===== src/rtl/hex_display_ctrl_if.sv =====
// Bus bundle for hex_display_ctrl: load strobe, hex word, mode select,
// leading-zero blank request, plus the segment and tick outputs.
interface hex_display_ctrl_if #(
   parameter int NUM_DIGITS = 6
) ();
   logic                      load;
   logic [4*NUM_DIGITS-1:0]   data_in;
   logic [1:0]                mode;
   logic                      blank_lz;
   logic [7*NUM_DIGITS-1:0]   hex_out;
   logic                      tick_out;

   modport master (
      output load, data_in, mode, blank_lz,
      input  hex_out, tick_out
   );

   modport slave (
      input  load, data_in, mode, blank_lz,
      output hex_out, tick_out
   );
endinterface


===== src/rtl/hex_display_ctrl.sv =====
// hex_display_ctrl: registered multi-digit seven-segment driver for the
// DE1-SoC HEX displays. Latches a hex word on load and shows it in static,
// blink, scroll or hold mode, paced by an internal prescaler tick.
// Optional build macro: HEX_LZ_BLANK_EN enables leading-zero suppression
// (gated by blank_lz); without it blank_lz is ignored.
module hex_display_ctrl #(
   parameter int NUM_DIGITS = 6,
   parameter int TICK_DIV   = 25_000_000
) (
   input logic               clk,
   input logic               reset,
   hex_display_ctrl_if.slave bus
);

   localparam int PW = $clog2(TICK_DIV);
   localparam int OW = (NUM_DIGITS > 1) ? $clog2(NUM_DIGITS) : 1;
   localparam int DW = 4 * NUM_DIGITS;
   localparam int HW = 7 * NUM_DIGITS;
   localparam logic [PW-1:0] PRESC_MAX = PW'(TICK_DIV - 1);
   localparam logic [OW-1:0] OFF_MAX   = OW'(NUM_DIGITS - 1);

   typedef enum logic [1:0] {
      MODE_STATIC = 2'b00,
      MODE_BLINK  = 2'b01,
      MODE_SCROLL = 2'b10,
      MODE_HOLD   = 2'b11
   } mode_t;

   logic [DW-1:0] data_r, data_n;
   logic [PW-1:0] presc, presc_n;
   logic [OW-1:0] offset, offset_n;
   logic          phase, phase_n;
   logic [HW-1:0] hex_r, hex_n;
   logic          tick_r, tick_n;
   mode_t         mode_q, mode_c;
   logic          tick;
   logic          entering;
   logic [NUM_DIGITS-1:0] lz_mask;

   // Active-low glyphs, segment a on bit 0 through g on bit 6.
   function automatic logic [6:0] glyph(input logic [3:0] n);
      logic [6:0] g;
      case (n)
         4'h0: g = 7'h40;
         4'h1: g = 7'h79;
         4'h2: g = 7'h24;
         4'h3: g = 7'h30;
         4'h4: g = 7'h19;
         4'h5: g = 7'h12;
         4'h6: g = 7'h02;
         4'h7: g = 7'h78;
         4'h8: g = 7'h00;
         4'h9: g = 7'h10;
         4'hA: g = 7'h08;
         4'hB: g = 7'h03;
         4'hC: g = 7'h46;
         4'hD: g = 7'h21;
         4'hE: g = 7'h06;
         default: g = 7'h0E;
      endcase
      return g;
   endfunction

`ifdef HEX_LZ_BLANK_EN
   // Digit i (i>0) is a leading zero when it and every higher nibble are zero.
   always_comb begin
      logic zero_above;
      lz_mask    = '0;
      zero_above = 1'b1;
      for (int unsigned k = 0; k < NUM_DIGITS - 1; k++) begin
         zero_above = zero_above & (data_r[4*(NUM_DIGITS-1-k) +: 4] == 4'h0);
         lz_mask[NUM_DIGITS-1-k] = zero_above & bus.blank_lz;
      end
   end
`else
   logic blank_lz_unused;
   assign blank_lz_unused = bus.blank_lz;
   assign lz_mask = '0;
`endif

   // Next-state for prescaler, data, offset, phase and the display register.
   always_comb begin
      mode_c   = mode_t'(bus.mode);
      entering = (mode_c != mode_q);
      tick     = (presc == PRESC_MAX);
      data_n   = data_r;
      presc_n  = tick ? '0 : presc + 1'b1;
      offset_n = offset;
      phase_n  = phase;
      hex_n    = hex_r;
      tick_n   = tick & ~bus.load;

      // Outside scroll offset is held at 0 and outside blink phase at 1, which
      // covers the "force on entry" rule; hold alone freezes once entered.
      case (mode_c)
         MODE_STATIC: begin
            offset_n = '0;
            phase_n  = 1'b1;
         end
         MODE_BLINK: begin
            offset_n = '0;
            if (tick) phase_n = ~phase;
         end
         MODE_SCROLL: begin
            phase_n = 1'b1;
            if (tick) offset_n = (offset == OFF_MAX) ? '0 : offset + 1'b1;
         end
         default: begin
            if (entering) begin
               offset_n = '0;
               phase_n  = 1'b1;
            end
         end
      endcase

      if (bus.load) begin
         data_n   = bus.data_in;
         presc_n  = '0;
         offset_n = '0;
         phase_n  = 1'b1;
      end

      if (mode_c != MODE_HOLD) begin
         for (int unsigned i = 0; i < NUM_DIGITS; i++) begin
            int unsigned src;
            logic [6:0]  seg;
            src = i;
            if (mode_c == MODE_SCROLL) begin
               src = i + NUM_DIGITS - int'(offset);
               if (src >= NUM_DIGITS) src = src - NUM_DIGITS;
            end
            seg = glyph(data_r[4*src +: 4]);
            if ((mode_c != MODE_SCROLL) && lz_mask[i]) seg = '1;
            if ((mode_c == MODE_BLINK) && !phase) seg = '1;
            hex_n[7*i +: 7] = seg;
         end
      end
   end

   // State register; reset wins over load, tick and mode.
   always_ff @(posedge clk) begin
      if (reset) begin
         data_r <= '0;
         presc  <= '0;
         offset <= '0;
         phase  <= 1'b1;
         hex_r  <= '1;
         tick_r <= 1'b0;
         mode_q <= MODE_STATIC;
      end else begin
         data_r <= data_n;
         presc  <= presc_n;
         offset <= offset_n;
         phase  <= phase_n;
         hex_r  <= hex_n;
         tick_r <= tick_n;
         mode_q <= mode_c;
      end
   end

   assign bus.hex_out  = hex_r;
   assign bus.tick_out = tick_r;

endmodule


===== src/flat_wrapper.sv =====
// flat-port wrapper written by rule: the top's interface ports become plain ports
module hex_display_ctrl_flat 
#(
   parameter int NUM_DIGITS = 6,
   parameter int TICK_DIV   = 25_000_000
)
  (clk, reset, bus_load, bus_data_in, bus_mode, bus_blank_lz, bus_hex_out, bus_tick_out);
  hex_display_ctrl_if #(.NUM_DIGITS(NUM_DIGITS)) bus_i ();
  input logic clk;
  input logic reset;
  input wire logic [$bits(bus_i.load)-1:0] bus_load;
  input wire logic [$bits(bus_i.data_in)-1:0] bus_data_in;
  input wire logic [$bits(bus_i.mode)-1:0] bus_mode;
  input wire logic [$bits(bus_i.blank_lz)-1:0] bus_blank_lz;
  output wire logic [$bits(bus_i.hex_out)-1:0] bus_hex_out;
  output wire logic [$bits(bus_i.tick_out)-1:0] bus_tick_out;
  assign bus_i.load = bus_load;
  assign bus_i.data_in = bus_data_in;
  assign bus_i.mode = bus_mode;
  assign bus_i.blank_lz = bus_blank_lz;
  assign bus_hex_out = bus_i.hex_out;
  assign bus_tick_out = bus_i.tick_out;
  hex_display_ctrl #(.NUM_DIGITS(NUM_DIGITS), .TICK_DIV(TICK_DIV)) u_core (.clk(clk), .reset(reset), .bus(bus_i));
endmodule

===== config.mk =====
export PLATFORM = sky130hd
export DESIGN_NAME = hex_display_ctrl_flat
export DESIGN_NICKNAME = d
export VERILOG_FILES = /design/src/rtl/hex_display_ctrl_if.sv /design/src/rtl/hex_display_ctrl.sv /design/src/flat_wrapper.sv
export SDC_FILE = /design/constraint.sdc
export NUM_CORES = 1
export LEC_CHECK = 0
export CORE_MARGIN = 3
export CORE_UTILIZATION = 51
export DETAILED_ROUTE_END_ITERATION = 7
export GPL_TIMING_DRIVEN = 0
export PLACE_DENSITY = 0.71
export SYNTH_ARGS = -nofsm -noshare
export SYNTH_HDL_FRONTEND = slang
export SYNTH_SLANG_ARGS = --single-unit

===== constraint.sdc =====
create_clock -name clk -period 5.6 [get_ports clk]
set_input_delay 0.84 -clock clk [delete_from_list [all_inputs] [get_ports clk]]
set_output_delay 0.84 -clock clk [all_outputs]
set_load 0.03 [all_outputs]

==> results of run 1 <==
## critical path: cells and delay by family, from the launching register on
| kind | cells | cell delay [ns] |
|---|---|---|
| adder cells (fa/ha/maj) | 3 | 0.77 |
| buffers and inverters | 5 | 1.06 |
| AO/OA/AOI/OAI | 5 | 1.58 |
| multiplexers | 2 | 0.44 |
| flip-flops | 1 | 0.41 |
| AND/OR/NAND/NOR | 1 | 0.14 |
## cell families after synthesis
logic type	share of synthesized area (%)
adder cells (fa/ha/maj)	8.727
multiplexers	12.55
XOR/XNOR	3.818
AO/OA/AOI/OAI	21.09
AND/OR/NAND/NOR	20.02
buffers and inverters	5.291
flip-flops	28.51
## report_power, final
part / leakage (nW) / switching [W] / internal (W) / total (W)
combinational: 2.20 / 0.000247 / 0.000181 / 0.000428
clock: 0.156 / 0.000268 / 0.000402 / 0.000670
sequential: 0.809 / 0.0000328 / 0.000743 / 0.000776
total: 3.17 / 0.000548 / 0.00133 / 0.00187
## Yosys cell counts, drive strengths merged (10+ instances only)
| library cell | number | share of area (%) |
|---|---|---|
| mux2i | 72 | 11 |
| a211oi | 10 | 1.1 |
| xor2 | 17 | 2.2 |
| dfxtp | 98 | 29 |
| clkbuf | 20 | 1.7 |
| xnor2 | 10 | 1.7 |
| o21ai | 40 | 3.0 |
| nand2 | 60 | 3.4 |
| nor2 | 99 | 5.4 |
| ha | 48 | 8.7 |
| inv | 27 | 1.5 |
| nor3 | 24 | 2.0 |
| nand3 | 21 | 1.5 |
| a21oi | 49 | 3.8 |
| a31oi | 16 | 1.5 |
| buf | 23 | 2.1 |
| or3 | 12 | 1.2 |
| mux2 | 12 | 2.0 |
| a21o | 11 | 1.2 |
## cells in the final DEF, fill, tap and decap left out, types with 9 or more instances in the layout
master,n
ha_1,48
or3_1,11
buf_2,14
dfxtp_1,98
clkbuf_16,9
o211ai_1,9
mux2i_1,71
xor2_1,17
inv_1,26
a21o_1,10
a31oi_1,16
a211oi_1,10
a21oi_1,47
nand2_1,59
clkbuf_1,17
clkdlybuf4s50_1,70
nand3_1,21
mux2_2,11
nor2_1,99
o21ai_0,38
nor3_1,21
## state kept, by name, summed over array words and instances, names as in the netlist
name / flops
u_core.presc: 25
u_core.phase: 1
u_core.offset: 3
u_core.data_r: 24
u_core.bus.hex_out: 42
u_core.bus.tick_out: 1
u_core.mode_q: 2
## per-layer routing
metal | wire [um] | vias up | GRT usage, %
li1 | - | 3108 | -
met5 | 0 | - | 0
met4 | 467 | 0 | 9.517
met1 | 8480 | 3000 | 32.65
met2 | 9040 | 177 | 44.27
met3 | 813 | 35 | 3.993
## layout make-up
type	instances	area, sq um
Multi-Input combinational cell	644	4556
Inverter	27	103.9
Buffer	43	260.3
Clock inverter	5	77.57
Fill cell	1142	4810
Clock buffer	11	242.7
Tap cell	172	215.2
Timing Repair Buffer	70	700.7
Sequential cell	98	1962
## metrics by stage
stage	std cells	hold slack, ns	setup WS [ns]
6_report	1070	0.4708	1.039
2_1_floorplan	812	0.4297	1.939
3_5_place_dp	1054	0.4563	1.060
5_1_grt	1070	0.4926	0.7591
3_3_place_gp	1054	0.4453	1.124
4_1_cts	1070	0.4710	1.155
## path summary, 6_finish.rpt
kind / endpoint / cells after the start / start / slack [ns]
worst max-delay path: u_core.bus.hex_out[24]$_SDFFE_PP1P_ / 16 / u_core.offset[1]$_SDFFE_PP0P_ / 1.04
worst min-delay path: u_core.presc[0]$_SDFF_PP0_ / 1 / u_core.presc[0]$_SDFF_PP0_ / 0.47
worst max register to register: u_core.bus.hex_out[24]$_SDFFE_PP1P_ / 16 / u_core.offset[1]$_SDFFE_PP0P_ / 1.04
worst min register to register: u_core.presc[0]$_SDFF_PP0_ / 1 / u_core.presc[0]$_SDFF_PP0_ / 0.47
==> flow_summary_export.csv, run 1 <==
group,metric,value,unit
run_status,status,"finished clean",
critical_path,crit_required,5.79,ns
routing,drt_first_pass_iters,6,
clock_network,postCtsHoldBufs,0,
routing,vias,6320,
die,die_h,122.2,um
sta,setup_viol,0,
final_layout,area_growth,17.96,%
synthesis,ys_seq_area_share,28.51,%
critical_path,cp_max_fo,10,
flow_run,max-cap-violations,0,
place,post_dp_cell_area,7797,sq um
die,die_area,14920,sq um
synthesis,postSynthCellCount,812,
clock_network,clk_latency,0.36,ns
die,die_x,122.2,um
global_route,antenna_found_initial,0,
die,initial_core_util,53.23,%
clock_network,cts_max_level,3,
critical_path,worst_setup_path_end_kind,"register",
sta,final_max_slew_viol_count,0,
power_and_ir_drop,p_total,0.001874,W
routing,ant_nets,0,
clock_network,cts_tree,"yes",
routing,drt_iter0_markers,436,
synthesis,synth-seq-cells,98,
power_and_ir_drop,powerDensity,230.8,nW/um^2
hold_path,hp-class,"register to register",
final_layout,post-route-util,62.80,%
die,row_count,41,
routing,routedWlPerCell,17.57,um
global_route,grt_max_degree,16,
synthesis,syn_nets,890,
synthesis,yosysUniqueCellTypes,86,
clock_network,clock_path_buffers,2,
sta,fin_skew,0.007072,ns
power_and_ir_drop,p_leak,3.165,nW
final_layout,fin_area,8118,sq um
routing,vias_per_cell,5.907,
final_layout,layout-drive-gt1-share,9.243,%
critical_path,crit_path_max_incr_delay,0.58,ns
synthesis,ys.warnings.count,0,
clock_network,clock-sinks,98,
routing,route.detailed.drc,0,
power_and_ir_drop,vdd_ir_drop_max,260.5,uV
synthesis,syn_avg_cell_area,8.475,sq um
global_route,first_global_vias,6201,
clock_network,postCtsSetupRepairBufs,0,
sta,hold_viol,0,
critical_path,crit_chain,"buf_2 > inv_1 > ha_1 > buf_2 > inv_1 > ha_1 > a21boi_2 > o21ai_0 > a21oi_1 > mux2i_1 > a31oi_1 > inv_1 > ha_1 > mux2_2 > nor3_1 > a311oi_1",
critical_path,critPathArrivalTime,4.75,ns
synthesis,synth-edff-count,0,
sta,rsz0062_at_grt,"false",
critical_path,crit_type,"register to register",
sta,max_slew_margin,44.51,%
clock_network,path_clk_slew,0.07,ns
critical_path,worst_setup_path_start_kind,"register",
die,ios,73,
clock_network,cts_made_buffers,9,
sta,fmax,219.3,MHz
synthesis,synthesis.area,6882,sq um
synthesis,async_reset_ff_share,0,%
sta,finalCritPeriodShare,81.44,%
place,portBuffers,70,
clock_network,root_buffer,"clkbuf_16",
final_layout,final_nets,971,
place,place_congestion,0.9833,
global_route,overflow,0,
sta,setup_tns,0,ns
routing,routed_wirelength,18800,um
place,hpwl,14700,um
final_layout,antenna_cells,0,
sta,worst_slew_pin_slew,0.8323,ns
synthesis,synthFlopType,"dfxtp_1",
sta,fin_crit,4.561,ns
global_route,grt_first_pass_wirelength,30710,um
critical_path,cp_slowest_cell,"a31oi_1",
global_route,grt_use_total,25.77,%
clock_network,cts-resized-gates,0,
die,core_area,12930,sq um
Power figures use the tool's default switching activity.
==> run 2: changes to the inputs <==
- clock period: 5.6 -> 4.4 ns (I/O delays scaled with it)
==> flow_summary_export.csv, run 2 (synthesis gave the netlist of run 1 again) <==
group,metric,value,unit
run_status,status,"finished clean",
final_layout,area_growth,18.64,%
final_layout,final_cell_mix,"nor2_1 (98), dfxtp_1 (98), mux2i_1 (71)",
global_route,grt_max_degree,16,
final_layout,antenna_cells,0,
routing,drt_iter0_markers,401,
hold_path,min_to,"u_core.presc[0]$_SDFF_PP0_",
critical_path,crit_chain,"buf_6 > buf_2 > inv_1 > ha_2 > inv_1 > ha_1 > a31oi_2 > o21a_1 > mux2_2 > o22ai_2 > and2_1 > inv_1 > ha_1 > or3_1 > a31oi_1",
hold_path,hold-path-cell-count,1,
die,initial_core_util,53.23,%
clock_network,path_clk_slew,0.06,ns
die,ios,73,
die,row_count,41,
routing,vias_per_cell,5.912,
sta,fin_crit,4.168,ns
critical_path,cpMostUsedCell,"inv_1",
critical_path,critPathArrivalTime,4.45,ns
hold_path,worstHoldStart,"u_core.presc[0]$_SDFF_PP0_",
place,place_congestion,0.9833,
global_route,overflow,0,
power_and_ir_drop,vdd_ir_drop_max,331.8,uV
final_layout,final_nets,972,
final_layout,largest_reg_flops,42,
critical_path,critPathBufInv,5,
clock_network,root_buffer,"clkbuf_16",
critical_path,worst_setup_path_start_kind,"register",
flow_run,max-cap-violations,0,
global_route,grt_use_total,25.77,%
sta,fmax,239.9,MHz
critical_path,reg2regPathDepth,15,
sta,hold_viol,0,
clock_network,cts_max_level,3,
final_layout,final_cells,1071,
critical_path,crit_type,"register to register",
critical_path,r2r-end,"u_core.bus.hex_out[30]$_SDFFE_PP1P_",
global_route,antenna_found_initial,0,
global_route,grt_first_pass_wirelength,30710,um
sta,setup_viol,0,
final_layout,layout-drive-gt1-share,10.12,%
clock_network,clock_path_buffers,2,
critical_path,crit_family,"adder cells",
routing,ant_nets,0,
power_and_ir_drop,p_leak,3.173,nW
die,die_x,122.2,um
critical_path,worst_setup_path_end_kind,"register",
place,hpwl,14700,um
sta,worst_slew_pin_slew,0.7949,ns
place,place_inst,1054,
die,die_h,122.2,um
routing,route.detailed.drc,0,
critical_path,crit_path_max_incr_delay,0.43,ns
critical_path,reg2reg_slack,0.23,ns
place,place_ws,0.03955,ns
sta,max_slew_margin,45.49,%
clock_network,clock-sinks,98,
place,portBuffers,70,
routing,routedWlPerCell,17.68,um
routing,drt_first_pass_iters,7,
routing,routed_wirelength,18930,um
sta,fin_skew,0.004821,ns
die,die_area,14920,sq um
critical_path,cp_max_fo,10,
critical_path,crit_required,4.69,ns
critical_path,cp_slowest_cell,"dfxtp_1",
routing,vias,6332,
sta,layout_setup_ws,0.2316,ns
power_and_ir_drop,powerDensity,292.6,nW/um^2
hold_path,hp-class,"register to register",
clock_network,cts_tree,"yes",
critical_path,r2r_start,"u_core.offset[0]$_SDFFE_PP0P_",
clock_network,cts_made_buffers,9,
clock_network,postCtsHoldBufs,0,
clock_network,clk_latency,0.36,ns
sta,final_max_slew_viol_count,0,
global_route,first_global_vias,6203,
die,core_area,12930,sq um
sta,finalCritPeriodShare,94.74,%
run 2: cell types whose count changed in the layout (fill, tap and decap cells not counted), sizes merged:
cell,delta
buf,+1
run 2: area by class of cell:
class                      instances  area, sq um
tap                              172        215.2
inverter                          27        103.9
timing repair buffer              71        708.2
clock inverter                     5        77.57
clock buffer                      11        242.7
sequential                        98         1962
fill                            1136         4763
multi-input combinational        644         4594
buffer                            43        260.3
run 2: worst max path at each step:
stage	startpoint	endpoint	slack (ns)	depth (start not counted)
after floorplan	u_core.offset[0]$_SDFFE_PP0P_	u_core.bus.hex_out[30]$_SDFFE_PP1P_	0.74	15
after global placement	bus_mode[0]	u_core.bus.hex_out[31]$_SDFFE_PP1P_	0.10	13
after detailed placement	bus_mode[0]	u_core.bus.hex_out[31]$_SDFFE_PP1P_	0.04	13
after CTS	u_core.offset[1]$_SDFFE_PP0P_	u_core.bus.hex_out[23]$_SDFFE_PP1P_	0.02	16
after global routing	u_core.offset[1]$_SDFFE_PP0P_	u_core.bus.hex_out[23]$_SDFFE_PP1P_	-0.02	16
final	u_core.offset[0]$_SDFFE_PP0P_	u_core.bus.hex_out[30]$_SDFFE_PP1P_	0.23	15
run 2: where the power goes:
| part | total [W] | internal (W) | switching (W) |
|---|---|---|---|
| Clock | 0.000854 | 0.000512 | 0.000343 |
| Sequential | 0.000988 | 0.000946 | 0.0000417 |
| Combinational | 0.000547 | 0.000231 | 0.000316 |
| Total | 0.00239 | 0.00169 | 0.000700 |
run 2: repair_timing:
item | CTS | global route
cloned | 0 | 0
buffers inserted | 0 | 1
gates resized for setup | 1 | 7
setup endpoints to repair | 1 | 11
run 2: per-stage QoR:
stage                      TNS, ns  hold WS (ns)  power [W]  util (%)  instance area, sq um
after global routing      -0.02333        0.4926   0.002483     63.15                  8164
after global placement           0        0.4453   0.001536     60.32                  7797
after floorplan                  0        0.4297   0.001350         -                  6882
final                            0        0.4693   0.002389     63.15                  8164
after detailed placement         0        0.4563   0.001547     60.32                  7797
after CTS                        0        0.4710   0.002399     62.84                  8124
run 2: worst reg2reg max path, delay by kind of cell (launching register included):
family                     cells  cell delay (ns)
adders and majority gates      3             1.03
buffers and inverters          5             0.85
muxes                          1             0.35
DFF                            1             0.43
and+or+nand+nor                2             0.64
AOI/OAI and AO/OA              4             0.82
run 2: metal layers:
metal	part of all wire (%)	track usage [%]	vias to the layer above
met2	48	44.27	183
li1	-	-	3111
met5	0	0	-
met1	45	32.65	3007
met4	2.4	9.517	0
met3	4.3	3.993	31
==> run 3: changes to the inputs <==
- CAP_MARGIN: unset -> 10
==> results of run 3 <==
The final DEF is identical to that of run 2; final timing and power are the same.
